## src/rtl/fft_pkg.sv

```systemverilog
// Shared FFT definitions: geometry, FSM/stage encodings and the stage permutation.
// The input redistribution stage uses stage_index too, so the map lives only here.
package fft_pkg;

    localparam int NUM_VEC  = 8;
    localparam int NUM_LANE = 4;
    localparam int NUM_PT   = 32;

    localparam logic [1:0] STG_STRIDE8 = 2'd0;
    localparam logic [1:0] STG_PAIR    = 2'd1;
    localparam logic [1:0] STG_BLOCK4  = 2'd2;

    typedef enum logic [1:0] {
        IDLE    = 2'd0,
        COLLECT = 2'd1,
        PRESENT = 2'd2
    } collector_state_e;

    function automatic logic [4:0] stage_index(input logic [1:0] stage, input int v, input int j);
        int idx;
        case (stage)
            STG_STRIDE8: idx = v + 8 * j;
            STG_PAIR:    idx = 8 * (v >> 1) + 2 * j + (v & 1);
            default:     idx = 4 * v + j;
        endcase
        return idx[4:0];
    endfunction

endpackage

```

## src/rtl/fft_result_collector_bank.sv

```systemverilog
// 32-point complex result bank; one beat rewrites every entry through the stage map.
// Write lands on the accepting edge and is visible on the packed outputs next cycle.
module collector_bank
    import fft_pkg::*;
#(
    parameter int formatWidth = 9
) (
    input  logic                                    clk,
    input  logic                                    rst,
    input  logic                                    we,
    input  logic [1:0]                              stage,
    input  logic [NUM_VEC-1:0][formatWidth*4-1:0]   vec_real,
    input  logic [NUM_VEC-1:0][formatWidth*4-1:0]   vec_imag,
    output logic [formatWidth*NUM_PT-1:0]           out_real,
    output logic [formatWidth*NUM_PT-1:0]           out_imag
);

    logic [formatWidth-1:0] bank_real [NUM_PT];
    logic [formatWidth-1:0] bank_imag [NUM_PT];

    // Lane 0 sits in the most significant slot of each vector word.
    always_ff @(posedge clk or negedge rst) begin
        if (!rst) begin
            for (int n = 0; n < NUM_PT; n++) begin
                bank_real[n] <= '0;
                bank_imag[n] <= '0;
            end
        end else if (we) begin
            for (int v = 0; v < NUM_VEC; v++) begin
                for (int j = 0; j < NUM_LANE; j++) begin
                    bank_real[stage_index(stage, v, j)] <= vec_real[v][(3-j)*formatWidth +: formatWidth];
                    bank_imag[stage_index(stage, v, j)] <= vec_imag[v][(3-j)*formatWidth +: formatWidth];
                end
            end
        end
    end

    always_comb begin
        out_real = '0;
        out_imag = '0;
        for (int n = 0; n < NUM_PT; n++) begin
            out_real[n*formatWidth +: formatWidth] = bank_real[n];
            out_imag[n*formatWidth +: formatWidth] = bank_imag[n];
        end
    end

endmodule

```

## src/rtl/fft_result_collector.sv

```systemverilog
// Collects 1-3 vector-unit beats into the result bank, then presents the 32-point result.
// One beat per cycle while collecting; result held on out_valid until out_ready, start aborts.
module fft_result_collector
    import fft_pkg::*;
#(
    parameter int formatWidth = 9
) (
    input  logic                          clk,
    input  logic                          rst,
    input  logic                          start,
    input  logic [1:0]                    num_stages,
    input  logic                          vec_valid,
    output logic                          vec_ready,
    input  logic [formatWidth*4-1:0]      vector_output_real_0,
    input  logic [formatWidth*4-1:0]      vector_output_real_1,
    input  logic [formatWidth*4-1:0]      vector_output_real_2,
    input  logic [formatWidth*4-1:0]      vector_output_real_3,
    input  logic [formatWidth*4-1:0]      vector_output_real_4,
    input  logic [formatWidth*4-1:0]      vector_output_real_5,
    input  logic [formatWidth*4-1:0]      vector_output_real_6,
    input  logic [formatWidth*4-1:0]      vector_output_real_7,
    input  logic [formatWidth*4-1:0]      vector_output_imag_0,
    input  logic [formatWidth*4-1:0]      vector_output_imag_1,
    input  logic [formatWidth*4-1:0]      vector_output_imag_2,
    input  logic [formatWidth*4-1:0]      vector_output_imag_3,
    input  logic [formatWidth*4-1:0]      vector_output_imag_4,
    input  logic [formatWidth*4-1:0]      vector_output_imag_5,
    input  logic [formatWidth*4-1:0]      vector_output_imag_6,
    input  logic [formatWidth*4-1:0]      vector_output_imag_7,
    output logic                          stage_done,
    output logic [1:0]                    stage_idx,
    output logic                          out_valid,
    input  logic                          out_ready,
    output logic [formatWidth*NUM_PT-1:0] output_real,
    output logic [formatWidth*NUM_PT-1:0] output_imag
);

    collector_state_e state;
    logic [1:0]       s;
    logic [1:0]       num_lat;
    logic             accept;

    logic [NUM_VEC-1:0][formatWidth*4-1:0] vec_real;
    logic [NUM_VEC-1:0][formatWidth*4-1:0] vec_imag;

    assign vec_real = {vector_output_real_7, vector_output_real_6, vector_output_real_5, vector_output_real_4,
                       vector_output_real_3, vector_output_real_2, vector_output_real_1, vector_output_real_0};
    assign vec_imag = {vector_output_imag_7, vector_output_imag_6, vector_output_imag_5, vector_output_imag_4,
                       vector_output_imag_3, vector_output_imag_2, vector_output_imag_1, vector_output_imag_0};

    // A start in the same cycle as a beat discards the beat.
    assign accept = (state == COLLECT) && vec_valid && !start;

    always_ff @(posedge clk or negedge rst) begin
        if (!rst) begin
            state      <= IDLE;
            s          <= 2'd0;
            num_lat    <= 2'd1;
            vec_ready  <= 1'b0;
            stage_done <= 1'b0;
            stage_idx  <= 2'd0;
            out_valid  <= 1'b0;
        end else begin
            stage_done <= 1'b0;
            if (start) begin
                state     <= COLLECT;
                s         <= 2'd0;
                num_lat   <= (num_stages == 2'd0) ? 2'd1 : num_stages;
                vec_ready <= 1'b1;
                out_valid <= 1'b0;
            end else begin
                case (state)
                    COLLECT: begin
                        if (vec_valid) begin
                            stage_done <= 1'b1;
                            stage_idx  <= s;
                            s          <= s + 2'd1;
                            if (s + 2'd1 == num_lat) begin
                                state     <= PRESENT;
                                vec_ready <= 1'b0;
                                out_valid <= 1'b1;
                            end
                        end
                    end
                    PRESENT: begin
                        if (out_ready) begin
                            state     <= IDLE;
                            out_valid <= 1'b0;
                        end
                    end
                    default: ;
                endcase
            end
        end
    end

    collector_bank #(.formatWidth(formatWidth)) u_bank (
        .clk      (clk),
        .rst      (rst),
        .we       (accept),
        .stage    (s),
        .vec_real (vec_real),
        .vec_imag (vec_imag),
        .out_real (output_real),
        .out_imag (output_imag)
    );

endmodule

```

## config.mk

```make
export PLATFORM = sky130hd
export DESIGN_NAME = fft_result_collector
export DESIGN_NICKNAME = d
export VERILOG_FILES = /design/src/rtl/fft_pkg.sv /design/src/rtl/fft_result_collector_bank.sv /design/src/rtl/fft_result_collector.sv
export SDC_FILE = /design/constraint.sdc
export NUM_CORES = 1
export LEC_CHECK = 0
export BUFFER_PORTS_ARGS = -buffer_cell sky130_fd_sc_hd__buf_4
export CORE_AREA = 2 2 449 451
export CTS_BUF_LIST = sky130_fd_sc_hd__clkbuf_4
export CTS_CLUSTER_DIAMETER = 40
export CTS_CLUSTER_SIZE = 16
export DETAILED_ROUTE_END_ITERATION = 16
export DIE_AREA = 0 0 451 453
export PLACE_DENSITY_LB_ADDON = 0.2
export SYNTH_ARGS = -nofsm -noshare
export SYNTH_HDL_FRONTEND = slang
export SYNTH_SLANG_ARGS = --single-unit
```

## constraint.sdc

```tcl
create_clock -name clk -period 4.9 [get_ports clk]
set_input_delay 0.245 -clock clk [delete_from_list [all_inputs] [get_ports clk]]
set_output_delay 0.245 -clock clk [all_outputs]
set_load 0.01 [all_outputs]
```

==> results of run 1 <==
[metrics by stage]
step / setup slack (ns) / hold slack [ns] / util [%] / instances / area, um^2
after detailed placement: 1.37 / 0.292 / 23.4 / 7404 / 46600
after global placement: 1.42 / 0.304 / 23.4 / 7404 / 46600
after floorplan: 2.87 / -0.0506 / - / 3943 / 35500
[synth_stat cells (8+ instances only)]
master / number / area (um^2)
a22oi_1: 99 / 743
mux2i_1: 247 / 2470
a221o_1: 42 / 420
a21oi_1: 223 / 1120
a311oi_1: 27 / 236
buf_6: 11 / 124
buf_2: 180 / 901
o22ai_1: 42 / 263
a221oi_1: 149 / 1310
or3b_2: 18 / 158
a222oi_1: 45 / 450
o21ai_0: 365 / 1830
a22o_1: 14 / 123
a2bb2oi_1: 26 / 228
buf_4: 26 / 195
a2111oi_0: 10 / 87.6
nand2b_1: 46 / 288
o2bb2ai_1: 28 / 245
nor2_1: 308 / 1160
a21o_1: 83 / 623
mux2_2: 100 / 1130
nand2_1: 517 / 1940
o21ai_1: 16 / 80.1
a211oi_1: 135 / 1010
dfrtp_1: 585 / 14600
nor3b_1: 27 / 203
o221ai_1: 36 / 315
and3_1: 10 / 62.6
nand3b_1: 10 / 75.1
a31oi_1: 29 / 181
a211o_1: 10 / 87.6
o221a_2: 11 / 124
nand3_1: 34 / 170
o211ai_1: 10 / 75.1
buf_1: 21 / 78.8
clkbuf_1: 204 / 766
o211a_1: 8 / 80.1
o21a_1: 11 / 82.6
o31ai_1: 80 / 601
o31ai_2: 19 / 238
inv_1: 35 / 131
nor2b_1: 13 / 81.3
[logic make-up after synthesis]
family | share of synthesized area (%)
flops | 41.4
buf+inv | 6.22
fa+ha+maj | 0.141
compound gates | 29.9
xor+xnor | 0.0741
mux | 10.1
simple gates | 12.2
==> metrics.md, run 1 <==
| Metric | Value |
|---|---|
| Post-synth top flop | dfrtp_1 |
| DPL Wire Length | 207 mm |
| Post-Synthesis Cell Area | 0.0355 mm^2 |
| Clock Tree Buf Depth | 3 |
| Post-Syn Nets | 4530 |
| Status | aborted with a tool error |
| Resized cells post-CTS | 0 |
| Die Ht | approximately 450 um |
| CTS Root Cell | clkbuf_4 |
| Post-Syn Area per Cell | ~9 um^2 |
| Cell Rows | between 150 and 200 |
| Top-Level Pins | about 1200 |
| Sink Count | 586 |
| Post-CTS setup buffers | 0 |
| H-tree levels | 4 |
| Synth Instances | between 3000 and 4000 |
| Distinct cells, synth | 62 |
| Stopped at | clock tree synthesis |
| Total CTS buffers | between 150 and 200 |
| Yosys warns | 0 |
| FFs w/ async S/R, synth | between 90% and 100% |
| #FFs+latches synth | roughly 590 |
| Fraction of the yosys area taken by sequential cells | between 40% and 50% |
| Die width | between 400 and 500 um |
| Cts hold-fix bufs | 1544 |
| Starting Density | between 15 and 20% |
| Run Error | [ERROR RSZ-0060] Max buffer count reached. |
| GP Congestion | ~0.9 |
| Post-synth EDFFs | 0 |
| # port buffers | roughly 1200 |
==> run 2: changes to the inputs <==
==> config.mk (replaced) <==
export PLATFORM = sky130hd
export DESIGN_NAME = fft_result_collector
export DESIGN_NICKNAME = d
export VERILOG_FILES = /design/src/rtl/fft_pkg.sv /design/src/rtl/fft_result_collector_bank.sv /design/src/rtl/fft_result_collector.sv
export SDC_FILE = /design/constraint.sdc
export NUM_CORES = 1
export LEC_CHECK = 0
export BUFFER_PORTS_ARGS = -buffer_cell sky130_fd_sc_hd__buf_4
export CORE_AREA = 2 2 450 452
export DETAILED_ROUTE_END_ITERATION = 16
export DIE_AREA = 0 0 452 454
export PLACE_DENSITY_LB_ADDON = 0.15
export SYNTH_ARGS = -nofsm -noshare
export SYNTH_HDL_FRONTEND = slang
export SYNTH_SLANG_ARGS = --single-unit
==> metrics.md, run 2 <==
| Metric | Value |
|---|---|
| H-tree levels | 3 (was 4) |
| Fraction of the yosys area taken by sequential cells | 41.4% (unchanged) |
| Largest net degree at the start of global routing | approximately 190 |
| Iteration-0 DRC Markers | around 4400 |
| CP required | 5.56 ns |
| Worst endpoint data arrival time | around 4.9 ns |
| Crit Path Category | flop to flop |
| Worst Skew | 0.0304 ns |
| Synth area leaders | dfrtp_1, mux2i_1, nand2_1 (unchanged) |
| Worst slew pin tran | roughly 1.4 ns |
| TritonCTS clock tree | built |
| Commonest non-fill, non-tap cells in the layout | buf_4, dlygate4sd3_1, dfrtp_1, nand2_1, o21ai_0 |
| Yosys top cell by area | dfrtp_1 (unchanged) |
| Die area | between 0.2 and 0.25 mm^2 |
| Pre-CTS WS | 1.16 ns (was 1.37 ns) |
| DPL Wire Length | 208 mm (was 207 mm) |
| Most frequent CP cell | dlygate4sd3_1 |
| Post-synth EDFFs | 0 (unchanged) |
| RSZ-0062 raised after global routing | no |
| CTS Root Cell | clkbuf_16 (was clkbuf_4) |
| Distinct cells, synth | 62 (unchanged) |
| Crit path time final | about 4.2 ns |
| Total CTS buffers | 86 (was 166) |
| CP cell instances | inv_1, ha_4, nor2b_1, buf_4, nor2_2, a22oi_1, dlygate4sd3_1, a31oi_1, dlygate4sd3_1 |
| DR vias | roughly 42000 |
| Count leader, synth | dfrtp_1 (unchanged) |
| Total GRT Usage | a little over a quarter |
| Hold Vio Cnt, Final | 0 |
| Area Overhead vs Synth | 59.2% |
| Cell Rows | 165 (was 164) |
| CP max FO | 43 |
| Share of post-route cells with drive strength above 1 | between 20% and 30% |
| Area fraction of the dominant cell type after synthesis | 41.3% (unchanged) |
| Crit end category | flop |
| Die width | 452 um (was 451 um) |
| Tcrit/Tclk final | between 80% and 90% |
| Most common library cells after synthesis | dfrtp_1, nand2_1, o21ai_0 (unchanged) |
| PwrDens | approximately 660 mW/mm^2 |
| Post-Syn Nets | 4530 (unchanged) |
| Post-layout util | between 20 and 30% |
| # port buffers | 1163 (unchanged) |
| Post-route antenna net violation count | 0 |
| Reg-to-reg setup timing slack | approximately 0.7 ns |
| GP Congestion | 0.885 (was 0.915) |
| Hold Path Class | input pin to flop |
| CTS clk-pin slew, worst paths | roughly 0.060 ns |
| Worst VDD drop | approximately 0.00043 V |
| Worst Hold Depth | 4 |
| Status | finished, final reports clean (was aborted with a tool error) |
| Worst Path Buf+Inv | 4 |
| FFs w/ async S/R, synth | 100% (unchanged) |
| Worst setup margin | 0.690 ns |
| Final Power | approximately 37 mW |
| NumNets Final | 6115 |
| Critical Path Stages | 9 |
| Clock Tree Buf Depth | 3 (unchanged) |
| Post-route setup TNS | 0 ns |
| First-pass GRT wire length | approximately 380 mm |
| Pre-antenna DRT Iters | 6 |
| Commonest non-fill, non-tap cell in the layout | buf_4 |
| Vias per cell | between 5 and 6 |
| Synth Instances | 3943 (unchanged) |
| R2R cell count | 9 |
| Post-Syn Area per Cell | 8.99 um^2 (unchanged) |
| Initial antenna violation count | 59 |
| Crit path launch type | flop |
| Post-Synthesis Cell Area | 0.0355 mm^2 (unchanged) |
| Total grt overflow | 0 |
| Setup violations, final | 0 |
| Cell family with most CP delay | buffers and inverters |
| Yosys warns | 0 (unchanged) |
| Slowest-stage cell, CP | nor2_2 |
| Sink Count | 586 (unchanged) |
| Top-Level Pins | 1164 (unchanged) |
| Normalized max-slew margin | 8.34% |
| Max Cap Violations | 0 |
| Drt wl/cell | around 34 um |
| Achievable frequency | roughly 0.24 GHz |
| Leak pwr | between 20 and 30 nW |
| Drt drc | 0 |
| Core region area | ~0.2 mm^2 |
| Routed Wire Length | about 280 mm |
| Starting Density | 17.7% (was 17.8%) |
| Max Slew Vio Count | 0 |
| Post-synth top flop | dfrtp_1 (unchanged) |
| Clk Latency, worst-skew pair | about 0.74 ns |
| #FFs+latches synth | 586 (unchanged) |
| Vias in the first global route | around 41000 |
| Die Ht | 454 um (was 453 um) |
| Crit-path max cell delay | 0.87 ns |
run 2: cell counts after synthesis:
Identical to the previous run, type by type.
run 2: worst min-delay path, stage by stage:
cell and delay [ns]:
buf_4 0.09, a2bb2oi_1 0.05, o21ai_0 0.20, mux2_2 0.15
run 2: path summary, 6_finish.rpt:
path,startpoint,end
worst max register to register,s[1],u_bank.out_imag[147]
min in group asynchronous,rst,u_bank.out_imag[46]
worst min register to register,u_bank.out_real[287],u_bank.out_real[287]
max in group asynchronous,rst,u_bank.out_imag[192]
worst max-delay path,s[1],u_bank.out_imag[147]
worst min-delay path,vector_output_real_3[3],u_bank.out_real[138]
run 2: routing by layer:
layer	GRT usage, %	wire, um	vias up
met5	0	168	-
met4	14.0	16600	26
met3	6.29	21300	495
met2	42.1	129000	2180
met1	33.6	117000	21700
li1	-	-	17900
run 2: timing repair:
item,in CTS,in global routing
endpoints found under the hold margin,625,0
resized for setup,0,0
setup endpoints to repair,0,2
buffers inserted,0,2
hold buffers,695,0
run 2: final cells by class:
cell class / instances / area [um^2]
antenna: 25 / 62.6
clock buffer: 128 / 2530
clock inverter: 26 / 358
fill: 21700 / 144000
inverter: 38 / 158
multi-input combinational: 2877 / 18700
sequential: 586 / 14700
tap: 2672 / 3340
timing repair buffer: 1939 / 16600
run 2: logic make-up after synthesis:
group,count (synthesis),synth area share (%)
AO/OA/AOI/OAI,1524,29.9
AND/OR/NAND/NOR,999,12.2
flip-flops,586,41.4
buffers and inverters,480,6.22
multiplexers,347,10.1
adder cells (fa/ha/maj),4,0.141
XOR/XNOR,3,0.0741
run 2: per-stage QoR:
step                      instance area, um^2  hold WS [ns]  cells
after floorplan                         35500       -0.0506   3943
after global placement                  46500         0.358   7415
after detailed placement                46500         0.357   7415
after CTS                               56400       0.00119   8264
after global routing                    56400        0.0207   8282
final                                   56500        0.0420   8291
run 2: power breakdown:
part           leakage [nW]  internal (mW)  switching, mW
combinational          16.9           8.96           12.8
sequential             7.18           7.11           1.81
clock                  1.42           3.98           2.73
Note: power is estimated with default switching activity, not from simulation.
==> run 3: changes to the inputs <==
--- a/config.mk
+++ b/config.mk
@@ -10,6 +10,7 @@
 export DETAILED_ROUTE_END_ITERATION = 16
 export DIE_AREA = 0 0 452 454
 export PLACE_DENSITY_LB_ADDON = 0.15
+export REMOVE_ABC_BUFFERS = 1
 export SYNTH_ARGS = -nofsm -noshare
 export SYNTH_HDL_FRONTEND = slang
 export SYNTH_SLANG_ARGS = --single-unit
==> metrics.md, run 3 (synthesized netlist as in run 2, its figures left out) <==
| Metric | Value |
|---|---|
| DPL Wire Length | 178 mm (was 208 mm) |
| Max Slew Vio Count | 0 (unchanged) |
| Layout fillers | 21700 (about the same) |
| H-tree levels | 3 (unchanged) |
| Worst endpoint data arrival time | 4.80 ns (was 4.87 ns) |
| Internal | 20.2 mW (was 20.1 mW) |
| Slowest-stage cell, CP | ha_4 (was nor2_2) |
| Worst slew pin tran | 1.18 ns (was 1.37 ns) |
| Crit path time final | 4.22 ns (was 4.21 ns) |
| Drt wl/cell | 30.9 um (was 34.3 um) |
| Vias in the first global route | 42200 (was 41500) |
| Cell Rows | 165 (unchanged) |
| Commonest non-fill, non-tap cell in the layout | buf_4 (unchanged) |
| Switching share of power | 46.6% (was 46.3%) |
| CTS Root Cell | clkbuf_16 (unchanged) |
| Crit path launch type | flop (unchanged) |
| Iteration-0 DRC Markers | 3453 (was 4431) |
| Worst Skew | 0.0340 ns (was 0.0304 ns) |
| RSZ-0062 raised after global routing | no (unchanged) |
| Min-delay src | vector_output_imag_2[6] (was vector_output_real_3[3]) |
| Post-route antenna net violation count | 0 (unchanged) |
| Total grt overflow | 0 (unchanged) |
| Most frequent CP cell | dlygate4sd3_1 (unchanged) |
| Post-layout util | 28.6% (was 28.1%) |
| CP cell instances | inv_1, ha_4, buf_12, nand2b_1, o2bb2ai_1, dlygate4sd3_1, a2111oi_0, dlygate4sd3_1, o21ai_0 (was inv_1, ha_4, nor2b_1, buf_4, nor2_2, a22oi_1, dlygate4sd3_1, a31oi_1, dlygate4sd3_1) |
| Hold Path Class | input pin to flop (unchanged) |
| Tcrit/Tclk final | 86.1% (was 85.9%) |
| Die Ht | 454 um (unchanged) |
| Achievable frequency | 0.237 GHz (was 0.238 GHz) |
| R2R cell count | 9 (unchanged) |
| Worst Hold Depth | 5 (was 4) |
| Placement Cell Area | 0.0469 mm^2 (was 0.0465 mm^2) |
| Reg2Reg Capture Point | u_bank.out_imag[164] (was u_bank.out_imag[147]) |
| CTS clk-pin slew, worst paths | 0.05 ns (was 0.06 ns) |
| Top-Level Pins | 1164 (unchanged) |
| Max Cap Violations | 0 (unchanged) |
| Sw power | 17.7 mW (was 17.3 mW) |
| Setup violations, final | 0 (unchanged) |
| Final instance area | 0.0575 mm^2 (was 0.0565 mm^2) |
| DR vias | 41700 (was 42300) |
| CP max FO | 116 (was 43) |
| Largest net degree at the start of global routing | 145 (was 185) |
| Sequential Power Share | 22.8% (was 23.9%) |
| Area Overhead vs Synth | 62.0% (was 59.2%) |
| GP Congestion | 0.840 (was 0.885) |
| Share of post-route cells with drive strength above 1 | 27.7% (was 27.9%) |
| Hold Slack | 0.0679 ns (was 0.0420 ns) |
| TritonCTS clock tree | built (unchanged) |
| Core region area | 0.201 mm^2 (unchanged) |
| Vias per cell | 4.97 (was 5.10) |
| Worst VDD drop | 0.000482 V (was 0.000431 V) |
| Routed Wire Length | 259 mm (was 284 mm) |
| Cts hold-fix bufs | 773 (was 695) |
| Status | finished, final reports clean (unchanged) |
| Crit Path Category | flop to flop (unchanged) |
| # port buffers | 1163 (unchanged) |
| Resized cells post-CTS | 0 (unchanged) |
| Clk Latency, worst-skew pair | 0.74 ns (about the same) |
| Crit end category | flop (unchanged) |
| PwrDens | 659 mW/mm^2 (was 662 mW/mm^2) |
| Hold Vio Cnt, Final | 0 (unchanged) |
| Initial antenna violation count | 40 (was 59) |
| Clock Tree Buf Depth | 3 (unchanged) |
| Total CTS buffers | 84 (was 86) |
| Reg-to-reg setup timing slack | 0.68 ns (was 0.69 ns) |
| Starting Density | 17.7% (unchanged) |
| Hold Path Sink | u_bank.out_imag[96] (was u_bank.out_real[138]) |
| Post-CTS setup buffers | 0 (unchanged) |
| Crit-path max cell delay | 0.62 ns (was 0.87 ns) |
| CP required | 5.48 ns (was 5.56 ns) |
| Post-route setup TNS | 0 ns (unchanged) |
| NumNets Final | 6210 (was 6115) |
| Reg-to-Reg Start | s[0] (was s[1]) |
| Clk pwr share | 17.0% (was 18.0%) |
| First-pass GRT wire length | 352 mm (was 378 mm) |
| Die area | 0.205 mm^2 (unchanged) |
| Leak pwr | 26.0 nW (was 25.5 nW) |
| Sink Count | 586 (unchanged) |
| Pre-antenna DRT Iters | 6 (unchanged) |
| Drt drc | 0 (unchanged) |
| Total GRT Usage | 24.2% (was 26.6%) |
| Combinational Power Share | 60.2% (was 58.2%) |
| Die width | 452 um (unchanged) |
| Normalized max-slew margin | 20.9% (was 8.34%) |
| Commonest non-fill, non-tap cells in the layout | buf_4, dlygate4sd3_1, dfrtp_1, nand2_1, o21ai_0 (unchanged) |
[run 3: cell count changes in the layout (fill, tap and decap cells not counted), sizes merged]
cell	previous run	this run
dlygate4sd3	695	773
buf	1244	1263
clkbuf	128	136
bufinv	8	2
diode	25	21
clkinvlp	2	1
inv	41	40
[run 3: area by class of cell]
cell class / instances / area [um^2] / share of cell area, %
diodes: 21 / 52.6 / 0.0914
clock buffers: 136 / 2610 / 4.54
clock inverters: 18 / 173 / 0.300
inverters: 38 / 168 / 0.292
multi-input cells: 2877 / 18800 / 32.7
flip-flops and latches: 586 / 14700 / 25.5
well taps: 2672 / 3340 / 5.82
repair buffers: 2036 / 17700 / 30.8
[run 3: per-layer routing]
layer	routed length [um]	up-vias	track usage (%)	part of all wire, %
li1	-	18100	-	-
met1	103000	21200	29.2	40
met2	124000	1835	40.2	48
met3	16200	466	4.62	6.3
met4	15600	20	13.6	6.0
met5	127	-	0	0.049
[run 3: worst max-delay path by stage]
| stage | start | end |
|---|---|---|
| floorplan | s[0] | u_bank.out_imag[126] |
| global placement | s[0] | u_bank.out_imag[38] |
| detailed placement | s[0] | u_bank.out_imag[38] |
| CTS | s[1] | u_bank.out_imag[167] |
| global route | s[0] | u_bank.out_imag[164] |
| finish | s[0] | u_bank.out_imag[164] |
[run 3: power groups by stage]
stage	Sequential, mW	Combinational (mW)	Clock [mW]
5_1_grt	8.90	24.1	6.79
6_report	8.65	22.8	6.44
4_1_cts	8.64	22.8	6.60
3_5_place_dp	8.69	20.9	0
2_1_floorplan	9.46	7.86	0
3_3_place_gp	8.67	20.8	0
[run 3: worst max-delay path: cells and delay by family (launching register included)]
kind                       cells  cell delay, ns
and+or+nand+nor                1            0.23
adders and majority gates      1            0.62
buffers and inverters          4            1.92
DFF                            1            0.47
AOI/OAI and AO/OA              3            0.53
[run 3: stage by stage]
step | setup slack, ns | power [mW] | cells
after floorplan | -19.78 | 17.3 | 3501
after CTS | 0.675 | 38.1 | 8363
after global routing | 0.418 | 39.8 | 8381
after detailed placement | 1.49 | 29.6 | 7436
final | 0.680 | 37.9 | 8384
after global placement | 1.51 | 29.5 | 7436
